## config.mk

```make
export PLATFORM = sky130hd
export DESIGN_NAME = id_ex_stage
export DESIGN_NICKNAME = d
export VERILOG_FILES = /design/src/rtl/id_ex_stage.sv
export SDC_FILE = /design/constraint.sdc
export NUM_CORES = 1
export LEC_CHECK = 0
export ABC_CLOCK_PERIOD_IN_PS = 1800
export CAP_MARGIN = 5
export CORE_MARGIN = 2
export CORE_UTILIZATION = 50
export CTS_BUF_LIST = sky130_fd_sc_hd__clkbuf_8 sky130_fd_sc_hd__clkbuf_16
export CTS_CLUSTER_DIAMETER = 30
export DETAILED_ROUTE_END_ITERATION = 7
export DONT_BUFFER_PORTS = 1
export GPL_TIMING_DRIVEN = 0
export PLACE_DENSITY = 0.68
export SLEW_MARGIN = 30
export SYNTH_ARGS = -nofsm -noshare
export SYNTH_HDL_FRONTEND = slang
export SYNTH_SLANG_ARGS = --single-unit
```

## constraint.sdc

```tcl
create_clock -name clk -period 1.8 [get_ports clk]
set_input_delay 0.18 -clock clk [delete_from_list [all_inputs] [get_ports clk]]
set_output_delay 0.18 -clock clk [all_outputs]
set_load 0.01 [all_outputs]
```

## src/rtl/id_ex_stage.sv

```systemverilog
// ============================================================================
//  Module   : id_ex_stage
//  Purpose  : ID/EX pipeline register with load-use stall, WB bypass, flush
//             and saturating bubble counter.
//  Revision : 1.0
// ============================================================================
`default_nettype none

module id_ex_stage #(
    parameter int DATA_WIDTH     = 16,
    parameter int REG_ADDR_WIDTH = 3,
    parameter int CNT_WIDTH      = 16
) (
    input  logic                      clk,
    input  logic                      rst,
    input  logic                      i_Valid,
    input  logic [DATA_WIDTH-1:0]     i_A,
    input  logic [DATA_WIDTH-1:0]     i_B,
    input  logic [REG_ADDR_WIDTH-1:0] i_Rs,
    input  logic [REG_ADDR_WIDTH-1:0] i_Rt,
    input  logic [REG_ADDR_WIDTH-1:0] i_Rd,
    input  logic                      i_Uses_Rs,
    input  logic                      i_Uses_Rt,
    input  logic [DATA_WIDTH-1:0]     i_Imm,
    input  logic                      i_RegWrite,
    input  logic                      i_MemRead,
    input  logic                      i_MemWrite,
    input  logic                      i_ALUSrc,
    input  logic                      i_RegDst,
    input  logic [2:0]                i_ALUOp,
    input  logic                      i_WB_RegWrite,
    input  logic [REG_ADDR_WIDTH-1:0] i_WB_Register,
    input  logic [DATA_WIDTH-1:0]     i_WB_Data,
    input  logic                      i_Flush,
    output logic                      o_Stall,
    output logic                      o_Valid,
    output logic [DATA_WIDTH-1:0]     o_A,
    output logic [DATA_WIDTH-1:0]     o_B,
    output logic [DATA_WIDTH-1:0]     o_Imm,
    output logic [REG_ADDR_WIDTH-1:0] o_Rs,
    output logic [REG_ADDR_WIDTH-1:0] o_Rt,
    output logic [REG_ADDR_WIDTH-1:0] o_Dest,
    output logic                      o_RegWrite,
    output logic                      o_MemRead,
    output logic                      o_MemWrite,
    output logic                      o_ALUSrc,
    output logic [2:0]                o_ALUOp,
    output logic [CNT_WIDTH-1:0]      o_Bubble_Count
);

    localparam logic [CNT_WIDTH-1:0]      c_CNT_MAX = '1;
    localparam logic [REG_ADDR_WIDTH-1:0] c_R0      = '0;

    logic                      r_valid;
    logic [DATA_WIDTH-1:0]     r_a;
    logic [DATA_WIDTH-1:0]     r_b;
    logic [DATA_WIDTH-1:0]     r_imm;
    logic [REG_ADDR_WIDTH-1:0] r_rs;
    logic [REG_ADDR_WIDTH-1:0] r_rt;
    logic [REG_ADDR_WIDTH-1:0] r_dest;
    logic                      r_regwrite;
    logic                      r_memread;
    logic                      r_memwrite;
    logic                      r_alusrc;
    logic [2:0]                r_aluop;
    logic [CNT_WIDTH-1:0]      r_bubble_cnt;

    logic                      w_hz;
    logic                      w_bubble;
    logic                      w_count;
    logic                      w_byp_a;
    logic                      w_byp_b;
    logic [DATA_WIDTH-1:0]     w_a;
    logic [DATA_WIDTH-1:0]     w_b;
    logic [REG_ADDR_WIDTH-1:0] w_dest;
    logic [CNT_WIDTH-1:0]      w_cnt_next;

    // Load in EX whose destination is read by the instruction in ID.
    assign w_hz = r_valid & r_memread & (r_dest != c_R0) & i_Valid &
                  ((i_Uses_Rs & (i_Rs == r_dest)) | (i_Uses_Rt & (i_Rt == r_dest)));

    assign o_Stall = w_hz & ~i_Flush & ~rst;

    assign w_count  = i_Flush | w_hz;
    assign w_bubble = w_count | ~i_Valid;

    // The register file only commits at the edge, so a same-cycle write is forwarded here.
    assign w_byp_a = i_WB_RegWrite & (i_WB_Register != c_R0) & (i_WB_Register == i_Rs);
    assign w_byp_b = i_WB_RegWrite & (i_WB_Register != c_R0) & (i_WB_Register == i_Rt);
    assign w_a     = w_byp_a ? i_WB_Data : i_A;
    assign w_b     = w_byp_b ? i_WB_Data : i_B;
    assign w_dest  = i_RegDst ? i_Rd : i_Rt;

    assign w_cnt_next = (r_bubble_cnt == c_CNT_MAX) ? r_bubble_cnt : r_bubble_cnt + 1'b1;

    always_ff @(posedge clk) begin
        if (rst || w_bubble) begin
            r_valid    <= 1'b0;
            r_a        <= '0;
            r_b        <= '0;
            r_imm      <= '0;
            r_rs       <= '0;
            r_rt       <= '0;
            r_dest     <= '0;
            r_regwrite <= 1'b0;
            r_memread  <= 1'b0;
            r_memwrite <= 1'b0;
            r_alusrc   <= 1'b0;
            r_aluop    <= '0;
        end else begin
            r_valid    <= 1'b1;
            r_a        <= w_a;
            r_b        <= w_b;
            r_imm      <= i_Imm;
            r_rs       <= i_Rs;
            r_rt       <= i_Rt;
            r_dest     <= w_dest;
            r_regwrite <= i_RegWrite;
            r_memread  <= i_MemRead;
            r_memwrite <= i_MemWrite;
            r_alusrc   <= i_ALUSrc;
            r_aluop    <= i_ALUOp;
        end
    end

    always_ff @(posedge clk) begin
        if (rst) begin
            r_bubble_cnt <= '0;
        end else if (w_count) begin
            r_bubble_cnt <= w_cnt_next;
        end
    end

    assign o_Valid        = r_valid;
    assign o_A            = r_a;
    assign o_B            = r_b;
    assign o_Imm          = r_imm;
    assign o_Rs           = r_rs;
    assign o_Rt           = r_rt;
    assign o_Dest         = r_dest;
    assign o_RegWrite     = r_regwrite;
    assign o_MemRead      = r_memread;
    assign o_MemWrite     = r_memwrite;
    assign o_ALUSrc       = r_alusrc;
    assign o_ALUOp        = r_aluop;
    assign o_Bubble_Count = r_bubble_cnt;

endmodule

`default_nettype wire
```

==> results of run 1 <==
[layout by cell type, fill, tap and decap left out, drive strengths merged, types with 2 or more instances in the layout]
master	instances
clkinv	2
buf	16
nand2	5
xnor2	11
o21ai	8
clkbuf	13
or3	8
and4	4
nand4	4
inv	6
nor3b	3
dfxtp	81
clkinvlp	2
and2	29
o31ai	6
and3	2
nor2	41
nand3	10
a21oi	14
mux2i	36
dlygate4sd3	76
or4	4
[report_power, final]
group	leakage [nW]	switching [mW]	internal, mW
clock network	0.0906	0.668	0.542
logic	0.803	0.131	0.211
registers	0.667	0.0555	1.83
[final cells by class]
type | instances | share of cell area [%]
Timing Repair Buffer | 80 | 18.8
Buffer | 15 | 2.82
Sequential cell | 81 | 39.3
Inverter | 4 | 0.475
Multi-Input combinational cell | 194 | 32.2
Tap cell | 75 | 2.23
Clock inverter | 6 | 1.01
Clock buffer | 10 | 3.26
[worst max-delay path: stages (launching register included)]
cell	delay, ns
sky130_fd_sc_hd__dfxtp_4	0.38
sky130_fd_sc_hd__xnor2_1	0.17
sky130_fd_sc_hd__nand4_1	0.21
sky130_fd_sc_hd__a21oi_4	0.27
sky130_fd_sc_hd__o21ai_2	0.09
sky130_fd_sc_hd__buf_6	0.14
sky130_fd_sc_hd__or4_1	0.49
sky130_fd_sc_hd__a21oi_2	0.15
[state kept, by name, summed over array words and instances, names as in the netlist]
name and count:
o_ALUSrc 1, o_Bubble_Count 16, o_MemRead 1, o_RegWrite 1
o_MemWrite 1, o_Imm 16, o_Rs 3, o_B 16
o_ALUOp 3, o_Rt 3, o_Valid 1, o_Dest 3
o_A 16
[cells by family after synthesis]
| logic type | Yosys count | share of synthesized area [%] |
|---|---|---|
| simple gates | 113 | 19.9 |
| buf+inv | 20 | 3.86 |
| fa+ha+maj | 1 | 0.416 |
| flops | 81 | 53.9 |
| compound gates | 31 | 6.07 |
| mux | 37 | 12.3 |
| xor+xnor | 12 | 3.49 |
[worst max-delay path by stage]
| stage | startpoint | to | slack [ns] | cells after the start |
|---|---|---|---|---|
| after floorplan | o_Bubble_Count[9] | o_Bubble_Count[1] | 0.002 | 8 |
| after global placement | o_Bubble_Count[1] | o_Bubble_Count[1] | -0.32 | 8 |
| after detailed placement | o_Bubble_Count[1] | o_Bubble_Count[1] | -0.31 | 8 |
| after CTS | o_Dest[0] | o_MemRead | -0.14 | 8 |
| after global routing | o_Dest[2] | o_Bubble_Count[5] | -0.27 | 7 |
| final | o_Dest[2] | o_Bubble_Count[5] | -0.18 | 7 |
[per-layer routing]
layer / share of wire, % / vias to the layer above / track usage (%)
li1: - / 1182 / -
met1: 37 / 1198 / 25.7
met5: 0 / - / 0
met2: 53 / 108 / 45.3
met3: 8.4 / 15 / 9.01
met4: 2.2 / 0 / 12.0
[stage by stage]
stage,hold slack (ns),utilization [%]
floorplan,0.302,-
global placement,0.302,53.1
detailed placement,0.305,53.1
CTS,-0.0372,70.0
global route,0.00613,71.6
finish,-0.0122,71.6
[timing repair]
action,CTS,global route
buffers inserted,2,2
hold buffers,75,1
hold endpoints to repair,57,1
pin swaps,3,5
gates resized for setup,22,25
setup endpoints to repair,75,80
==> impl_summary.md, run 1 <==
Worst setup path
The worst register-to-register path begins at o_Dest[2]. The data arrival at the endpoint of the critical path is 2.24 ns. The critical setup path kind is reg -> reg.

For flop-to-flop paths, the worst setup slack is -0.18 ns. Along the worst path, the maximum fanout reaches 10. The category of the worst setup path launch point is a flip-flop. The endpoint identified for the worst register-to-register timing path is o_Bubble_Count[5]. For the worst flop-to-flop path, the logic depth is 7.

The worst setup path is captured at a flip-flop. STA puts the critical path data required time at 2.06 ns.

Synth
Among all flip-flop cells after synthesis, the most frequent one is sky130_fd_sc_hd__dfxtp_1. During synthesis, Yosys emitted a total of 0 warnings. The number of enable-type register cells in the synthesized netlist is 0. By count the netlist is led by sky130_fd_sc_hd__dfxtp_1 (81), sky130_fd_sc_hd__nor2_1 (41), sky130_fd_sc_hd__mux2i_1 (36).

Sequential elements use 53.9% of the synthesized area. The most common cell in the synthesized netlist is sky130_fd_sc_hd__dfxtp_1. The biggest area consumer among synthesized cells is sky130_fd_sc_hd__dfxtp_1. Yosys attributes the largest share of cell area to sky130_fd_sc_hd__dfxtp_1 (54%), sky130_fd_sc_hd__mux2i_1 (12%), sky130_fd_sc_hd__and2_1 (6.0%). The net count after synthesis is 387.

Counting distinct cell types in the post-synthesis netlist gives 33. The area of the mapped netlist is 3010 um2. Counting flops with an async set or reset pin after synthesis yields a share of 0%. The total of flip-flops plus latches after synthesis is 81. The share of the synthesized area in the top cell type is 53.9%. The synthesized area per cell is 10.2 um2.

Synthesis produced 295 cells.

CTS
The clock reaches the later pin of the worst-skew pair after 0.34 ns. Clock tree synthesis inserted a total of 9 buffers. The clock root buffer master is sky130_fd_sc_hd__clkbuf_8. The clock-pin slew on the worst setup and hold paths is 0.08 ns.

The TritonCTS sink count is 81. In this run the deepest clock path goes through 2 buffers. The clock tree from TritonCTS is done. CTS built an H-tree with a depth of 3.

Detailed routing
The iteration count of the initial detailed-routing pass is 4. The detailed router placed 2503 vias in this run. The aggregate routed wire length is 8520 um.

The first routing iteration left 103 violations. The routed length per placed instance is 18.3 um. The per-cell via count in the routed design is 5.38. The remaining number of nets flagged by the antenna check after routing is 0. The detailed-route DRC error count is 0.

Timing
The count of final hold-check violations is 1. The post-layout minimum cycle time is 1.98 ns. The transition time of the tightest slew-check pin is 0.622 ns. Setup violations remaining at the end of the flow were counted as 77. Across all setup checks in the final design, the least slack found is -0.177 ns.

In this run the tightest slew margin relative to its limit is 58.5%. Setup repair after global routing could not meet its margin everywhere. Based on the critical path, the design can be clocked at up to 0.506 GHz. In the final timing run, aggregate negative setup slack is -9.56 ns. On the final layout, the worst hold slack is -0.0122 ns.

The worst path uses 110% of the clock period. The worst clock skew is 0.00776 ns. The count of pins over their slew limit is 0.

Die
The initial standard-cell utilization of the core is 51.1%. The floorplan has 28 rows. The die covers 6660 um2. The top-level I/O count is 173. The floorplan step set the die width to 81.6 um. The area of the core is 5890 um2. The vertical die dimension is 81.6 um.

Power
The maximum ir drop on the vdd rail is 0.000642 V. In this run the static leakage power is 1.56 nW. For this design the ratio of total power to cell area is 816 nW/um2. After layout, the design draws a total of 3.44 mW.

Layout
The area of the multi-input gates is 1360 um2. The filler cell count is 424. Registers take 1660 um2. Once layout is done, the placed cells without fillers occupy 4220 um2. The final non-filler cell total is 465. 0 antenna diodes ended up in the layout. The layout cell share with drive strength beyond 1 is 17.2%.

Relative to the synthesized area, the layout overhead comes to 40.1%. At the end of the flow, the number of nets in the layout was 477.

Global routing
The number of antenna violations at the first check in global routing came to 0. The number of global-route vias before repair is 2532. The total track usage is 25.1%.

Entering global routing, the biggest net connects 15 pins. The total congestion overflow after global routing is 0. The wire length of the first global-routing pass is 12200 um.

Placed design
The sum of net half-perimeters after detailed placement is 5180 um. The congestion estimate from routability-driven global placement came to 0.762. Counting tap cells, the placed design contains a total of 370 instances. Once placement finished, the instance area stood at 3120 um2.

Prior to clock tree synthesis, the placed netlist has a worst setup slack of -0.308 ns. Input and output buffers added on the ports amount to 0.

Worst hold path
The startpoint identified for the worst hold timing path is i_A[8]. The instance count along the most critical hold path is 2. For hold timing, the worst endpoint is o_A[8]. The worst min-delay path category is in -> reg.

Flow run
The total of max-cap violations is 0.

Run status
The flow ran to the end, but the final reports show violations. The checks that failed: hold timing, setup timing.
No activity file was read; power rests on OpenSTA's default activity.
==> run 2: changes to the inputs <==
--- a/config.mk
+++ b/config.mk
@@ -6,7 +6,7 @@
 export NUM_CORES = 1
 export LEC_CHECK = 0
 export ABC_CLOCK_PERIOD_IN_PS = 1800
-export CAP_MARGIN = 5
+export CAP_MARGIN = 20
 export CORE_MARGIN = 2
 export CORE_UTILIZATION = 50
 export CTS_BUF_LIST = sky130_fd_sc_hd__clkbuf_8 sky130_fd_sc_hd__clkbuf_16
==> results of run 2 <==
Same layout as run 1: the final DEF is identical, and so are final timing and power.
==> run 3: changes to the inputs <==
--- a/config.mk
+++ b/config.mk
@@ -5,7 +5,7 @@
 export SDC_FILE = /design/constraint.sdc
 export NUM_CORES = 1
 export LEC_CHECK = 0
-export ABC_CLOCK_PERIOD_IN_PS = 1800
+export ABC_CLOCK_PERIOD_IN_PS = 1600
 export CAP_MARGIN = 20
 export CORE_MARGIN = 2
 export CORE_UTILIZATION = 50
==> constraint.sdc (replaced) <==
create_clock -name clk -period 1.6 [get_ports clk]
set_input_delay 0.16 -clock clk [delete_from_list [all_inputs] [get_ports clk]]
set_output_delay 0.16 -clock clk [all_outputs]
set_load 0.01 [all_outputs]
==> impl_summary.md, run 3 (synthesis results as in run 1) <==
Run status
The checks that failed: setup timing. The run finished, with violations left.

Flow run
The total of max-cap violations is 0 (unchanged).

Worst setup path
The delay of the slowest cell on the worst path is 0.48 ns (about the same). The worst register-to-register path ends at o_A[8]. The length in cells of the worst reg-to-reg path was 7 (unchanged). In this run the critical register-to-register path is launched from o_Dest[0].

The worst-path maximum fanout was 10 (unchanged). The element type at the critical path end is a flip-flop. The critical setup path kind is reg -> reg. The setup slack of the most critical reg-to-reg path was -0.35 ns (-0.18 ns). The category of the worst setup path launch point is a flip-flop. The data required time at the worst endpoint is 1.89 ns (-0.17 ns). Traced cell by cell, the critical path runs through or3_1 > nand4_1 > a21oi_2 > or4b_1 > buf_6 > buf_4 > nor2_1. The highest-delay cell along the critical path is sky130_fd_sc_hd__or4b_1. The data arrival at the endpoint of the critical path came to 2.25 ns (about the same).

Timing
The worst clock skew is 0.0160 ns (+0.00828 ns). The accumulated negative setup slack is -23.67 ns (-14.11 ns). The maximum clock frequency is 0.512 GHz (+1.2%). The count of final hold-check violations is 0 (-1). The total setup violations reported at the end of the flow is 82 (+6.5%). The post-layout minimum cycle time is 1.95 ns (-0.0225 ns). The remaining max-slew budget at the tightest pin is 65.9% (+7.4 points). Setup repair after global routing could not meet its margin everywhere. The count of pins over their slew limit came to 0 (unchanged).

The transition time of the tightest slew-check pin is 0.511 ns (-0.111 ns). The post-route fraction of the period consumed by the critical path is 122% (+12 points). The final worst slack came to -0.355 ns (-0.178 ns).

Layout
Leaving out fill and tap cells, the most frequent cells in the layout are sky130_fd_sc_hd__dlygate4sd3_1 (83), sky130_fd_sc_hd__dfxtp_1 (68), sky130_fd_sc_hd__mux2i_1 (36). The filler cell count is 410 (-3.3%). The area of the multi-input gates is 1380 um2 (+1.8%). The number of nets in the layout came to 488 (+2.3%).

The area of all sequential standard cells is 1660 um2 (unchanged). The library cell used most frequently in the layout, excluding fill and tap cells, is sky130_fd_sc_hd__dlygate4sd3_1. The final antenna diode count is 0 (unchanged).

The layout cell share with drive strength beyond 1 is 20.4% (+3.3 points). Compared with the post-synthesis result, the final layout area differs by 45.8%. The final non-filler cell area is 4390 um2 (+4.1%).

Placed design
The post-place instance area came to 3160 um2 (+1.1%). The sum of net half-perimeters after detailed placement is 5180 um (about the same). The weighted congestion at the end of routability-driven global placement is 0.734 (-3.7%). The number of buffers added on ports is 0 (unchanged).

Power
The maximum ir drop on the vdd rail is 0.000815 V (+27%). The total power divided by cell area is 951 nW/um2 (+17%). The total internal power is 3.19 mW (+23%). The portion of total power attributed to the clock network is 39.2% (+4.0 points).

The part of the power in combinational logic was 10.0% (about the same). The switching power total was 987 uW (+15%). The switching share of power is 23.6% (-1.2 points). The leakage power figure came to 1.63 nW (+4.8%). The share of total power in sequential cells is 50.8% (-4.1 points).

Die
The top-level I/O count is 173 (unchanged). The number of placement rows is 28 (unchanged). The die boundary width was 81.6 um (unchanged). The die outline area is 6660 um2 (unchanged). The vertical die dimension was 81.6 um (unchanged). The initial standard-cell utilization of the core is 51.1% (unchanged).

The area of the core is 5890 um2 (unchanged).

Detailed routing
The aggregate routed wire length was 8970 um (+5.3%). The per-cell via count in the routed design came to 5.46 (+1.4%). The total vias in the final route is 2597 (+3.8%).

The iteration count of the initial detailed-routing pass is 4 (unchanged). The remaining number of nets flagged by the antenna check after routing is 0 (unchanged). The detailed-route DRC error count is 0 (unchanged). The routed length per placed instance is 18.8 um (+2.8%).

The DRC marker count from the first detailed-route iteration is 95 (-7.8%).

Global routing
The total track usage came to 25.7% (+0.59 points). The number of global-route vias before repair is 2506 (-1.0%). The total congestion overflow after global routing is 0 (unchanged).

The number of antenna violations at the first check in global routing is 0 (unchanged). The largest net degree at the start of global routing is 15 (unchanged). The wire length of the first global-routing pass is 12700 um (+3.8%).

Worst hold path
The instance count along the most critical hold path was 3 (+1). In this run the most critical hold path is launched from i_Flush. The destination of the worst hold path is o_Bubble_Count[12]. The worst min-delay path category is in -> reg.

CTS
The later-pin clock latency in the skew report is 0.35 ns (about the same). The clock tree from TritonCTS is done. The total clock buffers created by CTS came to 9 (unchanged). The maximum count of clock buffers along a single path is 2 (unchanged). The TritonCTS sink count is 81 (unchanged). The count of H-tree levels built during CTS is 3 (unchanged). The root buffer cell chosen for the clock tree is sky130_fd_sc_hd__clkbuf_8. The clock-pin slew on the worst setup and hold paths was 0.09 ns (about the same).
[run 3: cell type report]
type                            instances  share of cell area (%)
Clock buffer                            9                    2.82
Timing Repair Buffer                   90                    20.2
Clock inverter                          7                    2.11
Buffer                                 16                    3.05
Sequential cell                        81                    37.7
Multi-Input combinational cell        194                    31.5
Inverter                                4                   0.456
Tap cell                               75                    2.14
[run 3: power groups by stage]
stage               combinational, mW  sequential, mW  clock, mW
floorplan                       0.165            2.16          0
global placement                0.194            2.17          0
detailed placement              0.199            2.17          0
CTS                             0.374            2.13       1.64
global route                    0.447            2.13       1.74
finish                          0.416            2.12       1.64
[run 3: worst max-delay path by stage]
stage / start / end / slack [ns] / depth (start not counted)
2_1_floorplan: o_Dest[0] / o_A[0] / -0.20 / 7
5_1_grt: o_Dest[0] / o_A[8] / -0.42 / 7
3_3_place_gp: o_Dest[0] / o_B[4] / -0.35 / 7
4_1_cts: o_Dest[0] / o_MemRead / -0.34 / 8
3_5_place_dp: i_WB_Register[2] / o_B[13] / -0.40 / 9
6_report: o_Dest[0] / o_A[8] / -0.35 / 7
[run 3: repair_timing]
item,CTS,global route
endpoints found under the setup margin,82,82
cloned,0,0
gates resized for setup,11,33
pin swaps,1,1
endpoints found under the hold margin,64,1
hold buffers,82,1
buffers inserted,4,3
[run 3: routing by layer]
layer	track usage (%)	wire length (um)
met5	0	0
met4	11.3	166
met2	44.0	4630
met3	10.5	790
met1	27.8	3390
[run 3: stage by stage]
stage	worst slack (ns)	hold slack, ns	utilization [%]	power (mW)	std cells
6_report	-0.355	0.133	74.6	4.18	476
5_1_grt	-0.425	0.180	74.6	4.31	476
4_1_cts	-0.344	-0.0616	72.4	4.14	472
3_5_place_dp	-0.397	0.285	53.7	2.37	370
2_1_floorplan	-0.195	0.282	-	2.33	295
3_3_place_gp	-0.350	0.282	53.7	2.37	370
[run 3: worst max-delay path: cells and delay by family (launching register included)]
kind	cells	cell delay, ns
AND/OR/NAND/NOR	4	1.09
flip-flops	1	0.38
buffers and inverters	2	0.35
AO/OA/AOI/OAI	1	0.06
